[src/rtl/seq_divider_pkg.sv]
// Shared definitions for the sequential RV32M divide unit: op codes and FSM states.
package seq_divider_pkg;

    // 5-bit ALU op codes for the divide family
    localparam logic [4:0] OP_DIV  = 5'b01111;
    localparam logic [4:0] OP_DIVU = 5'b10000;
    localparam logic [4:0] OP_REM  = 5'b10001;
    localparam logic [4:0] OP_REMU = 5'b10010;

    typedef enum logic [2:0] {
        IDLE    = 3'd0,
        CALC    = 3'd1,
        FIX     = 3'd2,
        SPECIAL = 3'd3,
        DONE    = 3'd4
    } div_state_e;

    // True for any of the four divide/remainder op codes
    function automatic logic is_div_op(input logic [4:0] op);
        return (op == OP_DIV) || (op == OP_DIVU) || (op == OP_REM) || (op == OP_REMU);
    endfunction

endpackage

[src/rtl/seq_divider.sv]
// Multi-cycle radix-2 restoring divider for DIV/DIVU/REM/REMU.
// Handshake: i_start is accepted only in IDLE with a legal op; o_busy is high from the
// cycle after acceptance up to and including the o_valid cycle; o_valid is a one-cycle
// pulse qualifying o_div_data, which then holds until a later result overwrites it.
// i_flush aborts any operation on the next edge and wins over i_start.
module seq_divider
    import seq_divider_pkg::*;
#(
    parameter int DATA_W = 32,
    parameter int CNT_W  = 6
) (
    input  logic              i_clk,
    input  logic              i_reset,
    input  logic              i_start,
    input  logic              i_flush,
    input  logic [4:0]        i_alu_op,
    input  logic [DATA_W-1:0] i_operand_a,
    input  logic [DATA_W-1:0] i_operand_b,
    output logic              o_busy,
    output logic              o_valid,
    output logic [DATA_W-1:0] o_div_data,
    output div_state_e        o_state
);

    localparam logic [DATA_W-1:0] MIN_NEG = {1'b1, {(DATA_W-1){1'b0}}};
    localparam logic [DATA_W-1:0] ALL_ONE = {DATA_W{1'b1}};

    div_state_e        state;
    logic [CNT_W-1:0]  cnt;
    logic [DATA_W-1:0] rem;
    logic [DATA_W-1:0] quo;
    logic [DATA_W-1:0] divisor;
    logic [4:0]        op_r;
    logic              sign_q;
    logic              sign_r;
    logic              div_zero;
    logic              valid_r;
    logic              busy_r;
    logic [DATA_W-1:0] data_r;

    // Request decode: signedness, magnitudes and special-case detection
    logic              in_signed;
    logic              a_neg;
    logic              b_neg;
    logic [DATA_W-1:0] a_mag;
    logic [DATA_W-1:0] b_mag;
    logic              b_zero;
    logic              in_special;

    assign in_signed  = (i_alu_op == OP_DIV) || (i_alu_op == OP_REM);
    assign a_neg      = in_signed && i_operand_a[DATA_W-1];
    assign b_neg      = in_signed && i_operand_b[DATA_W-1];
    // 0x80000000 negates to itself, which read unsigned is exactly 2^31
    assign a_mag      = a_neg ? (~i_operand_a + 1'b1) : i_operand_a;
    assign b_mag      = b_neg ? (~i_operand_b + 1'b1) : i_operand_b;
    assign b_zero     = (i_operand_b == '0);
    assign in_special = b_zero ||
                        (in_signed && (i_operand_a == MIN_NEG) && (i_operand_b == ALL_ONE));

    // One restoring step; the trial difference is DATA_W+1 bits so its MSB is the sign
    logic [DATA_W:0] shifted;
    logic [DATA_W:0] diff;
    logic            diff_neg;

    assign shifted  = {rem, quo[DATA_W-1]};
    assign diff     = shifted - {1'b0, divisor};
    assign diff_neg = diff[DATA_W];

    // Sign fix-up and result selection
    logic              op_is_rem;
    logic [DATA_W-1:0] q_fix;
    logic [DATA_W-1:0] r_fix;

    assign op_is_rem = (op_r == OP_REM) || (op_r == OP_REMU);
    assign q_fix     = sign_q ? (~quo + 1'b1) : quo;
    assign r_fix     = sign_r ? (~rem + 1'b1) : rem;

    // Control FSM and datapath registers
    always_ff @(posedge i_clk or negedge i_reset) begin
        if (!i_reset) begin
            state    <= IDLE;
            cnt      <= '0;
            rem      <= '0;
            quo      <= '0;
            divisor  <= '0;
            op_r     <= '0;
            sign_q   <= 1'b0;
            sign_r   <= 1'b0;
            div_zero <= 1'b0;
            valid_r  <= 1'b0;
            busy_r   <= 1'b0;
            data_r   <= '0;
        end else begin
            valid_r <= 1'b0;
            if (i_flush) begin
                state  <= IDLE;
                busy_r <= 1'b0;
            end else begin
                case (state)
                    IDLE: begin
                        if (i_start && is_div_op(i_alu_op)) begin
                            op_r     <= i_alu_op;
                            busy_r   <= 1'b1;
                            divisor  <= b_mag;
                            rem      <= '0;
                            cnt      <= CNT_W'(DATA_W);
                            sign_q   <= in_signed && !b_zero &&
                                        (i_operand_a[DATA_W-1] ^ i_operand_b[DATA_W-1]);
                            sign_r   <= a_neg;
                            div_zero <= b_zero;
                            if (in_special) begin
                                // keep the raw dividend: it is the REM result for b == 0
                                quo   <= i_operand_a;
                                state <= SPECIAL;
                            end else begin
                                quo   <= a_mag;
                                state <= CALC;
                            end
                        end
                    end
                    CALC: begin
                        if (!diff_neg) begin
                            rem <= diff[DATA_W-1:0];
                        end else begin
                            rem <= shifted[DATA_W-1:0];
                        end
                        quo <= {quo[DATA_W-2:0], !diff_neg};
                        cnt <= cnt - 1'b1;
                        if (cnt == CNT_W'(1)) begin
                            state <= FIX;
                        end
                    end
                    FIX: begin
                        data_r  <= op_is_rem ? r_fix : q_fix;
                        valid_r <= 1'b1;
                        state   <= DONE;
                    end
                    SPECIAL: begin
                        if (div_zero) begin
                            data_r <= op_is_rem ? quo : ALL_ONE;
                        end else begin
                            data_r <= op_is_rem ? '0 : MIN_NEG;
                        end
                        valid_r <= 1'b1;
                        state   <= DONE;
                    end
                    DONE: begin
                        busy_r <= 1'b0;
                        state  <= IDLE;
                    end
                    default: begin
                        busy_r <= 1'b0;
                        state  <= IDLE;
                    end
                endcase
            end
        end
    end

    assign o_busy     = busy_r;
    // A flush in the DONE cycle suppresses the pulse in that same cycle
    assign o_valid    = valid_r && !i_flush;
    assign o_div_data = data_r;
    assign o_state    = state;

endmodule

[config.mk]
export PLATFORM = sky130hd
export DESIGN_NAME = seq_divider
export DESIGN_NICKNAME = d
export VERILOG_FILES = /design/src/rtl/seq_divider_pkg.sv /design/src/rtl/seq_divider.sv
export SDC_FILE = /design/constraint.sdc
export NUM_CORES = 1
export LEC_CHECK = 0
export CAP_MARGIN = 15
export CORE_ASPECT_RATIO = 1.5
export CORE_MARGIN = 2
export CORE_UTILIZATION = 27
export CTS_CLUSTER_DIAMETER = 100
export DETAILED_ROUTE_END_ITERATION = 8
export GPL_TIMING_DRIVEN = 0
export MAX_ROUTING_LAYER = met4
export SLEW_MARGIN = 20
export SYNTH_ARGS = -nofsm -noshare
export SYNTH_HDL_FRONTEND = slang
export SYNTH_SLANG_ARGS = --single-unit
[constraint.sdc]
create_clock -name i_clk -period 7.35 [get_ports i_clk]
set_input_delay 2.205 -clock i_clk [delete_from_list [all_inputs] [get_ports i_clk]]
set_output_delay 2.205 -clock i_clk [all_outputs]
set_load 0.1 [all_outputs]
==> flow_metrics.py <==
metrics = {
    "outcome": {
        "status": "completed",
    },
    "worst_setup_path": {
        "cpMaxStageDelayCell": "clkdlybuf4s50_1",
        "crit_top_cell": "clkdlybuf4s50_1",
        "cp-start-kind": "input pin",
        "cp_max_fo": 3,
        "end_kind": "output port",
        "ff2ff_path_depth": 15,
        "arrival_ps": 3950,
        "worstPathCellList": "clkdlybuf4s50_1 -> nor2b_1 -> clkdlybuf4s50_1",
        "regToRegEndpoint": "rem[30]$_DFFE_PN0P_",
        "critPathKind": "in2out",
        "ff2ff_setup_slack_ps": 2790,
        "worst_r2r_startpoint": "quo[31]$_DFFE_PN0P_",
        "cp.required_ps": 5140,
        "slowest_delay_ps": 1130,
    },
    "place": {
        "hpwl_um": 31400,
        "gp_congestion": 0.937,
        "place_area_mm2": 0.0128,
        "port_buffers": 109,
    },
    "detailed_routing": {
        "met2_length_um": 20400,
        "wl_per_cell_um": 19.5,
        "vias": 11000,
        "drtPass1Iterations": 6,
        "avgViaCountPerCell": 5.47,
        "wl_met1_um": 15700,
        "drt_drc_violations_left": 0,
        "top_layer": "met4",
        "dr_wl_met3_um": 1530,
        "dr.first_iter.drc_count": 661,
        "drtAntennaViolNets": 0,
        "routed_wl_um": 39300,
    },
    "clocking": {
        "clockBufferDepth": 2,
        "cts_root_buffer": "clkbuf_16",
        "clk_latency_ps": 450,
        "cts_max_level": 4,
        "post_cts_resized": 0,
        "cts_buffers": 17,
        "holdBufCountCts": 0,
        "cts_tree": "built",
        "post_cts_buffers": 0,
        "clk_pin_slew_ps": 60,
        "clock-sinks": 147,
    },
    "die": {
        "die_w_um": 169,
        "die_area_mm2": 0.0424,
        "initial_core_util_pct": 27.4,
        "coreArea_mm2": 0.0402,
        "die_y_um": 251,
        "io_pins": 110,
        "rows": 90,
    },
    "sta": {
        "slew_headroom_pct": 31.2,
        "setup_viol": 0,
        "rsz0062_at_grt": "no",
        "hold_ws_ps": 472,
        "layout_min_cycle_time_ps": 6150,
        "clock_skew_ps": 7.95,
        "fin_crit_sh_pct": 83.7,
        "max_freq_mhz": 163,
        "tightestPinTransition_ps": 1030,
        "maxSlewViolCount": 0,
        "report.final.hold_viol_count": 0,
    },
    "yosys": {
        "synth.net_count": 1477,
        "synth.ff_latch_count": 147,
        "ys_warn_count": 0,
        "synth_enable_flop_cells": 0,
        "yosysUniqueCellTypes": 65,
        "async_reset_ff_share_pct": 100,
        "syn_avg_cell_area_um2": 8.07,
        "yosysSeqAreaShare_pct": 33.4,
        "netlist_instances": 1364,
        "synth_area_mm2": 0.0110,
        "ys.flop_type": "dfrtp_1",
    },
    "grt": {
        "antenna_found_initial": 0,
        "grt_pass1_vias": 10700,
        "grt_max_degree": 87,
        "grt_usage_pct": 19.0,
        "grt_overflow_total": 0,
        "grt_pass1_wl_um": 61100,
    },
    "min_path": {
        "holdPathStages": 2,
        "hold_path.class": "reg2reg",
        "min_to": "o_div_data[27]$_DFFE_PN0P_",
        "holdCritStartpoint": "o_div_data[27]$_DFFE_PN0P_",
    },
    "cells_and_area": {
        "fill_cells": 4246,
        "synthToLayoutAreaGrowth_pct": 21.4,
        "diodes": 0,
        "multi_input_area_mm2": 0.00682,
        "nets": 1606,
        "regArea_mm2": 0.00368,
        "final_common_cell": "nand2_1",
        "fin_area_mm2": 0.0134,
        "drive_gt1_share_pct": 3.39,
        "final_core_util_pct": 33.3,
        "layout_common_cells": "nand2_1, dfrtp_1, o21ai_0",
    },
    "pwr": {
        "worst_ir_drop_vdd_mv": 0.185,
        "leakagePower_nw": 5.36,
        "p_per_area_mw_per_mm2": 309,
    },
    "flow_run": {
        "drv_cap": 0,
    },
}
-- sequential cells by signal, summed over array words and instances, names as in the netlist, 3 cells and up --
register and cells:
cnt 6, divisor 32, o_div_data 32, o_state 3, op_r 5, quo 32, rem 32
-- worst max-delay path, delay by kind of cell --
| family | cells | cell delay, ps |
|---|---|---|
| buf+inv | 2 | 1600 |
| simple gates | 1 | 130 |
-- layer usage --
metal | global-route usage [%] | up-vias
li1 | - | 5288
met5 | - | -
met3 | 2.41 | 90
met4 | 8.05 | 0
met2 | 34.0 | 363
met1 | 21.2 | 5256
-- kinds of logic (layout without fill, tap and decap cells) --
logic type | Yosys count | after routing | synth area share [%]
AO/OA/AOI/OAI | 478 | 478 | 27.8
AND/OR/NAND/NOR | 435 | 435 | 19.2
XOR/XNOR | 119 | 119 | 9.46
flip-flops | 147 | 147 | 33.4
multiplexers | 9 | 9 | 0.886
adder cells (fa/ha/maj) | 40 | 40 | 4.61
buffers and inverters | 136 | 278 | 4.65
-- per-stage QoR --
stage | setup TNS, ps | power, mW | worst slack [ps] | cells
detailed placement | 0 | 3.20 | 1020 | 1980
CTS | 0 | 4.12 | 1170 | 2012
floorplan | 0 | 2.59 | 1600 | 1364
finish | 0 | 4.13 | 1200 | 2012
global placement | -295750 | 3.16 | -2030 | 1979
global route | 0 | 4.41 | 1130 | 2012
-- Yosys cell counts, types with 18 or more instances --
cell type	instances	share of area (%)
a21o_1	23	1.6
a21oi_1	95	4.3
a22oi_1	33	2.2
a31oi_1	18	1.0
clkbuf_1	77	2.6
dfrtp_1	147	33
ha_1	39	4.4
inv_1	54	1.8
nand2_1	184	6.3
nand3_1	20	0.91
nand4_1	20	1.1
nor2_1	68	2.3
nor3_1	24	1.1
o211ai_1	21	1.4
o21ai_0	146	6.6
o31ai_1	35	2.4
or3_1	23	1.3
xnor2_1	52	4.1
xor2_1	67	5.3
-- final cells by class --
cell class | instances | area share, %
flip-flops and latches | 147 | 27.5
well taps | 506 | 4.74
multi-input cells | 1081 | 51.0
inverters | 55 | 1.54
plain buffers | 81 | 2.28
clock inverters | 12 | 1.16
clock buffers | 20 | 3.34
repair buffers | 110 | 8.40
-- power by group --
part | switching [mW] | total (mW) | internal (mW) | leakage [nW]
registers | 0.305 | 1.30 | 0.997 | 1.93
clock network | 0.365 | 0.908 | 0.543 | 0.290
logic | 1.18 | 1.92 | 0.736 | 3.13
total | 1.85 | 4.13 | 2.27 | 5.36
-- how the worst max path moves through the flow --
stage / start / slack [ps] / to / cells after the start
detailed placement: i_operand_a[12] / 1020 / quo[5]$_DFFE_PN0P_ / 11
global route: i_flush / 1130 / o_valid / 3
floorplan: i_flush / 1600 / o_valid / 1
finish: i_flush / 1200 / o_valid / 3
global placement: i_reset / -2030 / divisor[27]$_DFFE_PN0P_ / 1
CTS: i_flush / 1170 / o_valid / 3
Power figures use the tool's default switching activity.
